<file path="src/rtl/sram64_arbiter.sv">
// rtl/sram64_arbiter.sv - shares the 64-bit SRAM port between fetch and data requesters
// Optional build macro SRAM64_ARB_RR_EN selects round-robin instead of fixed data priority.
module sram64_arbiter #(
    parameter int SRAM_AW  = 13,
    parameter int MAX_WAIT = 4
) (
    input  logic               clk,
    input  logic               rst,
    input  logic               if_req,
    input  logic [63:0]        if_addr,
    output logic               if_gnt,
    output logic               if_rvalid,
    output logic [63:0]        if_rdata,
    input  logic               d_req,
    input  logic [7:0]         d_wea,
    input  logic [63:0]        d_addr,
    input  logic [63:0]        d_wdata,
    output logic               d_gnt,
    output logic               d_rvalid,
    output logic [63:0]        d_rdata,
    output logic               sram_en,
    output logic [7:0]         sram_wea,
    output logic [SRAM_AW-1:0] sram_addra,
    output logic [63:0]        sram_dina,
    input  logic [63:0]        sram_douta
);

    typedef enum logic [1:0] {
        RSP_NONE = 2'd0,
        RSP_IF   = 2'd1,
        RSP_D    = 2'd2
    } rsp_t;

    rsp_t rsp_q;
    rsp_t rsp_d;
    logic if_win;

`ifdef SRAM64_ARB_RR_EN
    localparam logic LAST_IF = 1'b0;
    localparam logic LAST_D  = 1'b1;

    logic        last_q;
    logic [31:0] unused_max_wait;

    assign unused_max_wait = MAX_WAIT;

    always_ff @(posedge clk or posedge rst) begin
        if (rst) begin
            last_q <= LAST_IF;
        end else if (if_gnt) begin
            last_q <= LAST_IF;
        end else if (d_gnt) begin
            last_q <= LAST_D;
        end
    end

    // On contention the side that did not win last time goes next.
    assign if_win = (last_q == LAST_D);
`else
    localparam int WW = (MAX_WAIT < 1) ? 1 : $clog2(MAX_WAIT + 1);
    localparam logic [WW-1:0] WAIT_MAX = WW'(MAX_WAIT);

    logic [WW-1:0] wait_q;

    // Counts consecutive lost fetch cycles; saturates so the force stays asserted.
    always_ff @(posedge clk or posedge rst) begin
        if (rst) begin
            wait_q <= '0;
        end else if (!if_req || if_gnt) begin
            wait_q <= '0;
        end else if (wait_q != WAIT_MAX) begin
            wait_q <= wait_q + WW'(1);
        end
    end

    assign if_win = (wait_q == WAIT_MAX);
`endif

    always_comb begin
        if_gnt = 1'b0;
        d_gnt  = 1'b0;
        if (!rst) begin
            if (if_req && (!d_req || if_win)) begin
                if_gnt = 1'b1;
            end else if (d_req) begin
                d_gnt = 1'b1;
            end
        end
    end

    always_comb begin
        sram_en    = if_gnt | d_gnt;
        sram_wea   = '0;
        sram_addra = '0;
        sram_dina  = '0;
        if (if_gnt) begin
            sram_addra = if_addr[SRAM_AW+2:3];
        end else if (d_gnt) begin
            sram_wea   = d_wea;
            sram_addra = d_addr[SRAM_AW+2:3];
            sram_dina  = d_wdata;
        end
    end

    // Response tag: remembers who owns the read data arriving next cycle.
    always_ff @(posedge clk or posedge rst) begin
        if (rst) begin
            rsp_q <= RSP_NONE;
        end else begin
            rsp_q <= rsp_d;
        end
    end

    always_comb begin
        rsp_d = RSP_NONE;
        if (if_gnt) begin
            rsp_d = RSP_IF;
        end else if (d_gnt && (d_wea == 8'h00)) begin
            rsp_d = RSP_D;
        end
    end

    always_comb begin
        if_rvalid = (rsp_q == RSP_IF);
        d_rvalid  = (rsp_q == RSP_D);
        if_rdata  = sram_douta;
        d_rdata   = sram_douta;
    end

    logic unused_addr_bits;
    assign unused_addr_bits = &{1'b0, if_addr[63:SRAM_AW+3], if_addr[2:0],
                                d_addr[63:SRAM_AW+3], d_addr[2:0]};

endmodule

</file>
<file path="config.mk">
export PLATFORM = sky130hd
export DESIGN_NAME = sram64_arbiter
export DESIGN_NICKNAME = d
export VERILOG_FILES = /design/src/rtl/sram64_arbiter.sv
export SDC_FILE = /design/constraint.sdc
export NUM_CORES = 1
export LEC_CHECK = 0
export CAP_MARGIN = 10
export CELL_PAD_IN_SITES_DETAIL_PLACEMENT = 0
export CELL_PAD_IN_SITES_GLOBAL_PLACEMENT = 1
export CORE_AREA = 2 2 188 190
export DETAILED_ROUTE_END_ITERATION = 7
export DIE_AREA = 0 0 190 192
export PLACE_DENSITY_LB_ADDON = 0.12
export SKIP_CTS_REPAIR_TIMING = 1
export SYNTH_ARGS = -nofsm -noshare
export SYNTH_HDL_FRONTEND = slang
export SYNTH_SLANG_ARGS = --single-unit
</file>
<file path="constraint.sdc">
create_clock -name clk -period 2.05 [get_ports clk]
set_input_delay 0.41 -clock clk [delete_from_list [all_inputs] [get_ports clk]]
set_output_delay 0.41 -clock clk [all_outputs]
set_load 0.1 [all_outputs]
</file>
# --- Word-level counts from Yosys, hierarchy flattened ---
# Cells that the tools add are included.
word_totals:
  register_bits: 5
  in_bits: 268
  elab_cells: 31
op_classes:
  add_sub_neg: 1
  n_eq_ne: 4
  mux: 15
  bitwise: 1
  reduce_logical: 8
ops:
  columns: ["op", "count"]
  rows:
  - ["64-bit 2-to-1 mux", 2]
  - ["13-bit 2-to-1 mux", 2]
  - ["8-bit 2-to-1 mux", 2]
  - ["8-bit zero test", 1]
  - ["3-bit 2-to-1 mux", 2]
  - ["1-bit 2-to-1 mux", 5]
  - ["2-bit 2-to-1 mux", 2]
  - ["3-bit by 1-bit adder with 3-bit output, second input constant", 1]
  - ["3-bit equality test, second input constant", 1]
  - ["3-bit inequality test, second input constant", 1]
  - ["2-bit by 1-bit equality test with 1-bit output, second input constant", 1]
  - ["2-bit equality test, second input constant", 1]
  - ["1-bit logical AND", 2]
  - ["1-bit zero test", 2]
  - ["1-bit logical OR", 2]
  - ["2-bit nonzero test", 1]
  - ["1-bit OR", 1]

# --- Logic depth before layout (Yosys ltp) ---
# Gate-level depths: netlist (run 1).
depth:
  depth_word: 8
  depth_mapped: 8
  depth_no_buf: 5

# --- Worst setup path after synthesis (run 1) ---
# Ideal clock, no wire load.
synth_timing:
  kind: "flip-flop to output port"
  start: "register wait_q[0]"
  end: "output port sram_dina[48]"
  t_arrival_ps: 2824
  required_time_ps: 1640
  path_slack_ps: -1184
  path_stages_with_launch: 8
  path_buffers: 2
  path_cell_list: "dfrtp_1 inv_1 ha_1 nand3_1 and3_1 buf_6 clkbuf_1 and2_1"
synth_via:
  elab_chain_cells: 7
synth_lines:
  columns: ["item", "line", "text"]
  rows:
  - ["from (decl)", "63", "logic [WW-1:0] wait_q;"]
  - ["from (signal assigned)", "72", "wait_q <= wait_q + WW'(1);"]
  - ["3-bit equality test", "76", "assign if_win = (wait_q == WAIT_MAX);"]
  - ["1-bit logical OR", "83", "if (if_req && (!d_req || if_win)) begin"]
  - ["1-bit logical AND", "83", null]
  - ["1-bit 2-to-1 mux", "83", null]
  - ["1-bit 2-to-1 mux", "82", "if (!rst) begin"]
  - ["named net d_gnt", "18", "output logic d_gnt,"]
  - ["64-bit 2-to-1 mux", "98", "end else if (d_gnt) begin"]
  - ["64-bit 2-to-1 mux", "96", "if (if_gnt) begin"]
  - ["to (decl)", "24", "output logic [63:0] sram_dina,"]
# The timed path passes the listed nets, and every way through them passes these cells.

# --- Worst setup path in the final report (run 1) ---
layout_timing:
  start: "register wait_q[1]"
  end: "output port sram_addra[6]"
layout_via:
  elab_chain_cells: 7
layout_lines:
  columns: ["item", "line", "text"]
  rows:
  - ["3-bit equality test *", "76", null]
  - ["1-bit logical OR *", "83", null]
  - ["1-bit logical AND *", "83", null]
  - ["1-bit 2-to-1 mux", "83", null]
  - ["1-bit 2-to-1 mux", "82", null]
  - ["13-bit 2-to-1 mux", "98", null]
  - ["13-bit 2-to-1 mux *", "96", null]
  - ["to (decl)", "23", "output logic [SRAM_AW-1:0] sram_addra,"]
# Every way passes the cells marked *; elsewhere a longest branch is shown, timed or not.

==> impl_metrics.py, run 1 <==
metrics = {
    "yosys": {
        "yosys.area.top_type": "buf_4",
        "yosys_warnings": 0,
        "synthCells": 256,
        "syn_avg_cell_area_um2": 7.365,
        "netlist_area_um2": 1886,
        "synth-seq-cells": 5,
        "synthesis.nets": 526,
        "yosysTopAreaCellShare": 0.5096,
        "synth_area_leaders": "buf_4, and2_1, dfrtp_1, a22o_1, buf_6",
        "yosysSeqAreaShare": 0.06636,
        "ys_types": 21,
    },
    "global_routing": {
        "grt_max_degree": 36,
        "grtUsageTotal": 0.04284,
        "grt_overflow": 0,
        "antenna_found_initial": 1,
        "grt_pass1_wl_um": 11850,
        "grt_pass1_vias": 2012,
    },
    "drt": {
        "met3WireLength_um": 1198,
        "wl_met2_um": 4438,
        "routed_via_density": 2.309,
        "drt.antenna.violating_nets": 0,
        "dr_total_vias": 1803,
        "drc": 0,
        "finalWirelength_um": 8781,
        "wl_met1_um": 2811,
        "wl_per_cell_um": 11.24,
        "drtIter0Drc": 5,
        "highest_layer": "met4",
        "dr.pass1.iters": 3,
    },
    "placement": {
        "placed_cell_area_um2": 4644,
        "gp_congestion": 0.6710,
        "dp_hpwl_um": 7637,
        "portBuffers": 191,
    },
    "setup_path": {
        "slowest_delay_ps": 380,
        "crit_chain": "inv_2, ha_4, nand3_2, and3_4, buf_12, a22o_4, buf_12",
        "reg2regPathDepth": 6,
        "crit_arrival_ps": 1750,
        "crit_path_frequent_cell": "buf_12",
        "critPathBufInv": 3,
        "crit_cells": 7,
        "crit_slowest_cell": "dfrtp_1",
        "criticalPathCategory": "reg -> out",
        "start_kind": "flip-flop",
        "required_ps": 1640,
        "end_kind": "output pin",
        "critPathMaxFanout": 22,
        "cp_top_family": "buffers and inverters",
    },
    "timing": {
        "hold_viol_final": 0,
        "rsz0062_at_grt": "yes",
        "fin_skew_ps": 2.213,
        "max_freq_ghz": 0.4627,
        "period_needed_ps": 2161,
        "hold_ws_ps": 235.2,
        "finalWorstSetupSlack_ps": -111.3,
        "min_period_over_period": 1.054,
        "worst_pin_slew_ps": 330.3,
        "relSlewSlack": 0.7775,
        "setup_viol": 86,
        "drv_slew": 0,
    },
    "clock_tree": {
        "cts_tree": "done",
        "clock_sinks": 5,
        "cts_buffer_depth": 2,
        "ctsHtreeMaxLevel": 1,
        "cts_inserted_buffers": 3,
        "clock_latency_ps": 230,
        "path_clk_slew_ps": 40,
        "cts.root.buffer_cell": "clkbuf_16",
    },
    "final_layout": {
        "drive_above_1_share": 0.6185,
        "nets": 596,
        "area_delta_synth_final_pct": 156.2,
        "fin_area_um2": 4831,
    },
    "pwr": {
        "vdd_drop_max_uv": 172.8,
        "leakagePower_nw": 1.890,
        "p_per_area_nw_per_um2": 371.1,
    },
    "worst_hold_path": {
        "hp-class": "in -> async",
    },
    "floorplan": {
        "die_h_um": 192,
        "dieArea_um2": 36480,
        "die_w_um": 190,
        "coreArea_um2": 34290,
        "rows": 68,
        "ios": 486,
        "initial_core_util": 0.05499,
    },
    "status": {
        "violations": "setup timing",
        "outcome": "finished, violations left",
    },
    "run": {
        "max_cap_viol_count": 0,
    },
}
per-layer routing:
metal,up-vias,GRT usage
met5,-,0
met4,0,0.02832
met3,45,0.01791
met2,155,0.07720
met1,788,0.03971
li1,815,-
flip-flops by register name, summed over array words and instances, names as in the netlist:
name    flops
rsp_q       2
wait_q      3
synth_stat cells (all sizes together):
library cell,count
buf,133
nor4,2
inv,3
and2,72
nand2b,1
ha,2
clkbuf,6
o221ai,1
nand2,5
and3,2
a22o,13
or2,1
nor2b,2
o22ai,2
mux2,1
o21ai,1
nand3,2
dfrtp,5
a21oi,2
kinds of logic after synthesis:
group,Yosys count,share of synthesized area
mux,1,0.005972
fa+ha+maj,2,0.01327
buf+inv,142,0.5541
simple gates,87,0.2807
flops,5,0.06636
compound gates,19,0.07963
path summary, 6_finish.rpt:
check / from / slack, ps / endpoint
max: wait_q[1]$_DFFE_PP0P_ / -110 / sram_addra[6]
min: rst / 240 / wait_q[2]$_DFFE_PP0P_
max reg2reg: wait_q[1]$_DFFE_PP0P_ / 630 / rsp_q[1]$_DFF_PP0_
min reg2reg: wait_q[2]$_DFFE_PP0P_ / 540 / wait_q[2]$_DFFE_PP0P_
max in group asynchronous: rst / 1700 / rsp_q[1]$_DFF_PP0_
min in group clk: wait_q[2]$_DFFE_PP0P_ / 540 / wait_q[2]$_DFFE_PP0P_
final cells by class:
| class | count | area (µm²) |
|---|---|---|
| fill | 3804 | 29460 |
| timing repair buffer | 204 | 2993 |
| multi-input combinational | 109 | 1051 |
| tap | 455 | 569.3 |
| sequential | 5 | 125.1 |
| clock buffer | 4 | 78.83 |
| inverter | 3 | 11.26 |
| antenna | 1 | 2.502 |
report_power, final:
group | switching (mW) | total, mW | internal (mW)
Combinational | 0.758 | 1.36 | 0.602
Clock | 0.0679 | 0.326 | 0.258
Sequential | 0.00327 | 0.107 | 0.104
Total | 0.829 | 1.79 | 0.964
worst register-to-register path: stages, from the launching register on:
cell	delay, ps
dfrtp_1	350
inv_2	50
ha_4	170
nand3_2	70
and3_4	310
clkbuf_16	230
and3_1	170
stage by stage:
stage	setup TNS (ps)	cells	utilization	setup WS (ps)	power (mW)
3_3_place_gp	-20200	774	0.1355	-269.3	1.459
4_1_cts	-21420	778	0.1378	-297.1	1.793
2_1_floorplan	-890.6	256	-	-98.95	2.036
6_report	-7459	781	0.1409	-111.3	1.793
5_1_grt	-14300	780	0.1408	-182.6	1.853
3_5_place_dp	-19740	774	0.1355	-275.8	1.456
cell usage in the layout, fill, tap and decap left out:
master / count
or2_4: 1
diode_2: 1
nand3_2: 1
ha_4: 1
o21ai_0: 1
nor2b_2: 2
buf_4: 6
a21oi_4: 1
clkbuf_1: 1
and3_4: 1
inv_2: 2
clkdlybuf4s50_1: 98
mux2_2: 1
buf_6: 2
ha_1: 1
clkbuf_16: 4
nand2b_1: 1
nand2_1: 5
dlymetal6s2s_1: 3
inv_1: 1
nor4_1: 2
o22ai_1: 2
buf_12: 94
nand3_1: 1
and2_4: 72
a22o_4: 13
and3_1: 1
a21oi_1: 1
o221ai_1: 1
dfrtp_1: 5
Note: power is estimated with default switching activity, not from simulation.
==> run 2, diff against run 1 <==
==> constraint.sdc (replaced) <==
create_clock -name clk -period 2.6 [get_ports clk]
set_input_delay 0.52 -clock clk [delete_from_list [all_inputs] [get_ports clk]]
set_output_delay 0.52 -clock clk [all_outputs]
set_load 0.1 [all_outputs]
==> run 2 against run 1 <==
Against the previous run:
- highest routed layer unchanged
- register-to-register slack gained 330 ps
- global-route usage is essentially flat
- die area unchanged
- the run now ends clean
- final cell count decreased by 0.64%
- clock skew down 1.6 ps
- critical endpoint is now sram_addra[1]
- critical path depth unchanged
- worst hold slack gained 290 ps
- utilization shrank 1.0 points
- via count decreased by 7.5%
- first-iteration DRC count rose to 7.4 times the previous value
- clock-buffer cell count stayed put
==> impl_metrics.py, run 2 (same netlist as run 1, synthesis figures left out) <==
metrics = {
    "status": {
        "outcome": "completed",
    },
    "setup_path": {
        "start_kind": "input port",
        "worst_setup_path_endpoint": "sram_addra[1]",
        "required_ps": 2080,
        "crit_arrival_ps": 1990,
        "reg2regPathDepth": 6,
        "worstReg2RegEnd": "rsp_q[1]$_DFF_PP0_",
        "critPathMaxFanout": 16,
        "r2r_slack_ps": 960,
        "criticalPathCategory": "in -> out",
        "crit_path_start": "if_req",
        "end_kind": "output pin",
        "r2r_start": "wait_q[0]$_DFFE_PP0P_",
    },
    "final_layout": {
        "mostFrequentLayoutCells": "clkdlybuf4s50_1, buf_12, and2_1",
        "instances_no_fill": 776,
        "drive_above_1_share": 0.3988,
        "fin_util": 0.1305,
        "area_delta_synth_final_pct": 137.3,
        "nets": 592,
        "ff_latch_area_um2": 125.1,
        "antenna_cells": 0,
        "n_fill_cell": 3858,
        "largest_reg_flops": 3,
        "reg_top3": "wait_q x3, rsp_q x2",
        "multi_input_area_um2": 777.0,
        "final_common_cell": "clkdlybuf4s50_1",
        "top_register": "wait_q",
    },
    "timing": {
        "fin_skew_ps": 0.6364,
        "max_freq_ghz": 0.3982,
        "setup_viol": 0,
        "worst_pin_slew_ps": 341.8,
        "rsz0062_at_grt": "yes",
        "hold_viol_final": 0,
        "period_needed_ps": 2512,
        "drv_slew": 0,
        "min_period_over_period": 0.9660,
        "tns_ps": 0,
        "relSlewSlack": 0.7700,
    },
    "placement": {
        "dp_hpwl_um": 7824,
        "numPlacedInstances": 770,
        "portBuffers": 191,
        "gp_congestion": 0.7038,
    },
    "floorplan": {
        "dieArea_um2": 36480,
        "die_w_um": 190,
        "coreArea_um2": 34290,
        "rows": 68,
        "initial_core_util": 0.05499,
        "ios": 486,
        "die_h_um": 192,
    },
    "clock_tree": {
        "clock_latency_ps": 230,
        "clock_sinks": 5,
        "cts.root.buffer_cell": "clkbuf_16",
        "path_clk_slew_ps": 30,
        "ctsHtreeMaxLevel": 1,
        "cts_tree": "done",
        "cts_inserted_buffers": 3,
        "cts_buffer_depth": 2,
    },
    "global_routing": {
        "grtUsageTotal": 0.04315,
        "grt_pass1_wl_um": 11810,
        "grt_overflow": 0,
        "antenna_found_initial": 0,
        "grt_pass1_vias": 1781,
        "grt_max_degree": 49,
    },
    "worst_hold_path": {
        "hp-class": "reg -> reg",
        "hold_depth": 1,
    },
    "pwr": {
        "vdd_drop_max_uv": 231.1,
        "p_per_area_nw_per_um2": 299.0,
        "finalPower_mw": 1.338,
        "leakagePower_nw": 1.681,
    },
    "drt": {
        "drt.antenna.violating_nets": 0,
        "drtIter0Drc": 37,
        "finalWirelength_um": 9011,
        "dr_total_vias": 1668,
        "wl_per_cell_um": 11.61,
        "routed_via_density": 2.149,
        "drc": 0,
        "dr.pass1.iters": 4,
    },
    "run": {
        "max_cap_viol_count": 0,
    },
}
## run 2: power by group
part           leakage [nW]  switching, mW  internal, mW
Combinational          1.58          0.582         0.417
Sequential           0.0676        0.00309        0.0819
Clock                0.0382         0.0507         0.203
## run 2: layout make-up
type / count / share of cell area
Timing Repair Buffer: 200 / 0.6510
Inverter: 3 / 0.002517
Tap cell: 455 / 0.1272
Clock buffer: 4 / 0.01762
Multi-Input combinational cell: 109 / 0.1737
Sequential cell: 5 / 0.02796
## run 2: worst min-delay path by stage
stage | to | startpoint
2_1_floorplan | rsp_q[0]$_DFF_PP0_ | rst
3_3_place_gp | wait_q[2]$_DFFE_PP0P_ | wait_q[2]$_DFFE_PP0P_
3_5_place_dp | wait_q[2]$_DFFE_PP0P_ | wait_q[2]$_DFFE_PP0P_
4_1_cts | wait_q[2]$_DFFE_PP0P_ | wait_q[2]$_DFFE_PP0P_
5_1_grt | wait_q[2]$_DFFE_PP0P_ | wait_q[2]$_DFFE_PP0P_
6_report | wait_q[2]$_DFFE_PP0P_ | wait_q[2]$_DFFE_PP0P_
## run 2: metrics by stage
| step | hold WS [ps] | area [µm²] | setup WS (ps) |
|---|---|---|---|
| floorplan | 309.9 | 1912 | 25.98 |
| global placement | 494.6 | 4327 | -5.743 |
| detailed placement | 521.3 | 4327 | 7.709 |
| CTS | 523.9 | 4405 | -7.277 |
| global route | 565.0 | 4474 | -7.730 |
| finish | 524.9 | 4474 | 88.44 |
## run 2: critical path: stages
cell	delay, ps
clkdlybuf4s50_1	480
buf_4	140
nand2b_1	90
a21oi_4	190
buf_12	180
a22o_1	190
buf_12	180
## run 2: routing by layer
layer	vias up	wire [µm]	share of wire	GRT usage
li1	809	-	-	-
met1	729	3181	0.35	0.04608
met2	116	4823	0.54	0.07819
met3	14	929	0.10	0.02010
met4	0	76	0.0084	0.007752
met5	-	0	0	0
==> run 3, diff against run 2 <==
--- a/config.mk
+++ b/config.mk
@@ -13,6 +13,7 @@
 export DIE_AREA = 0 0 190 192
 export PLACE_DENSITY_LB_ADDON = 0.12
 export SKIP_CTS_REPAIR_TIMING = 1
+export SLEW_MARGIN = 40
 export SYNTH_ARGS = -nofsm -noshare
 export SYNTH_HDL_FRONTEND = slang
 export SYNTH_SLANG_ARGS = --single-unit
==> results of run 3 <==
Same layout as run 2: the final DEF is identical, and so are final timing and power.
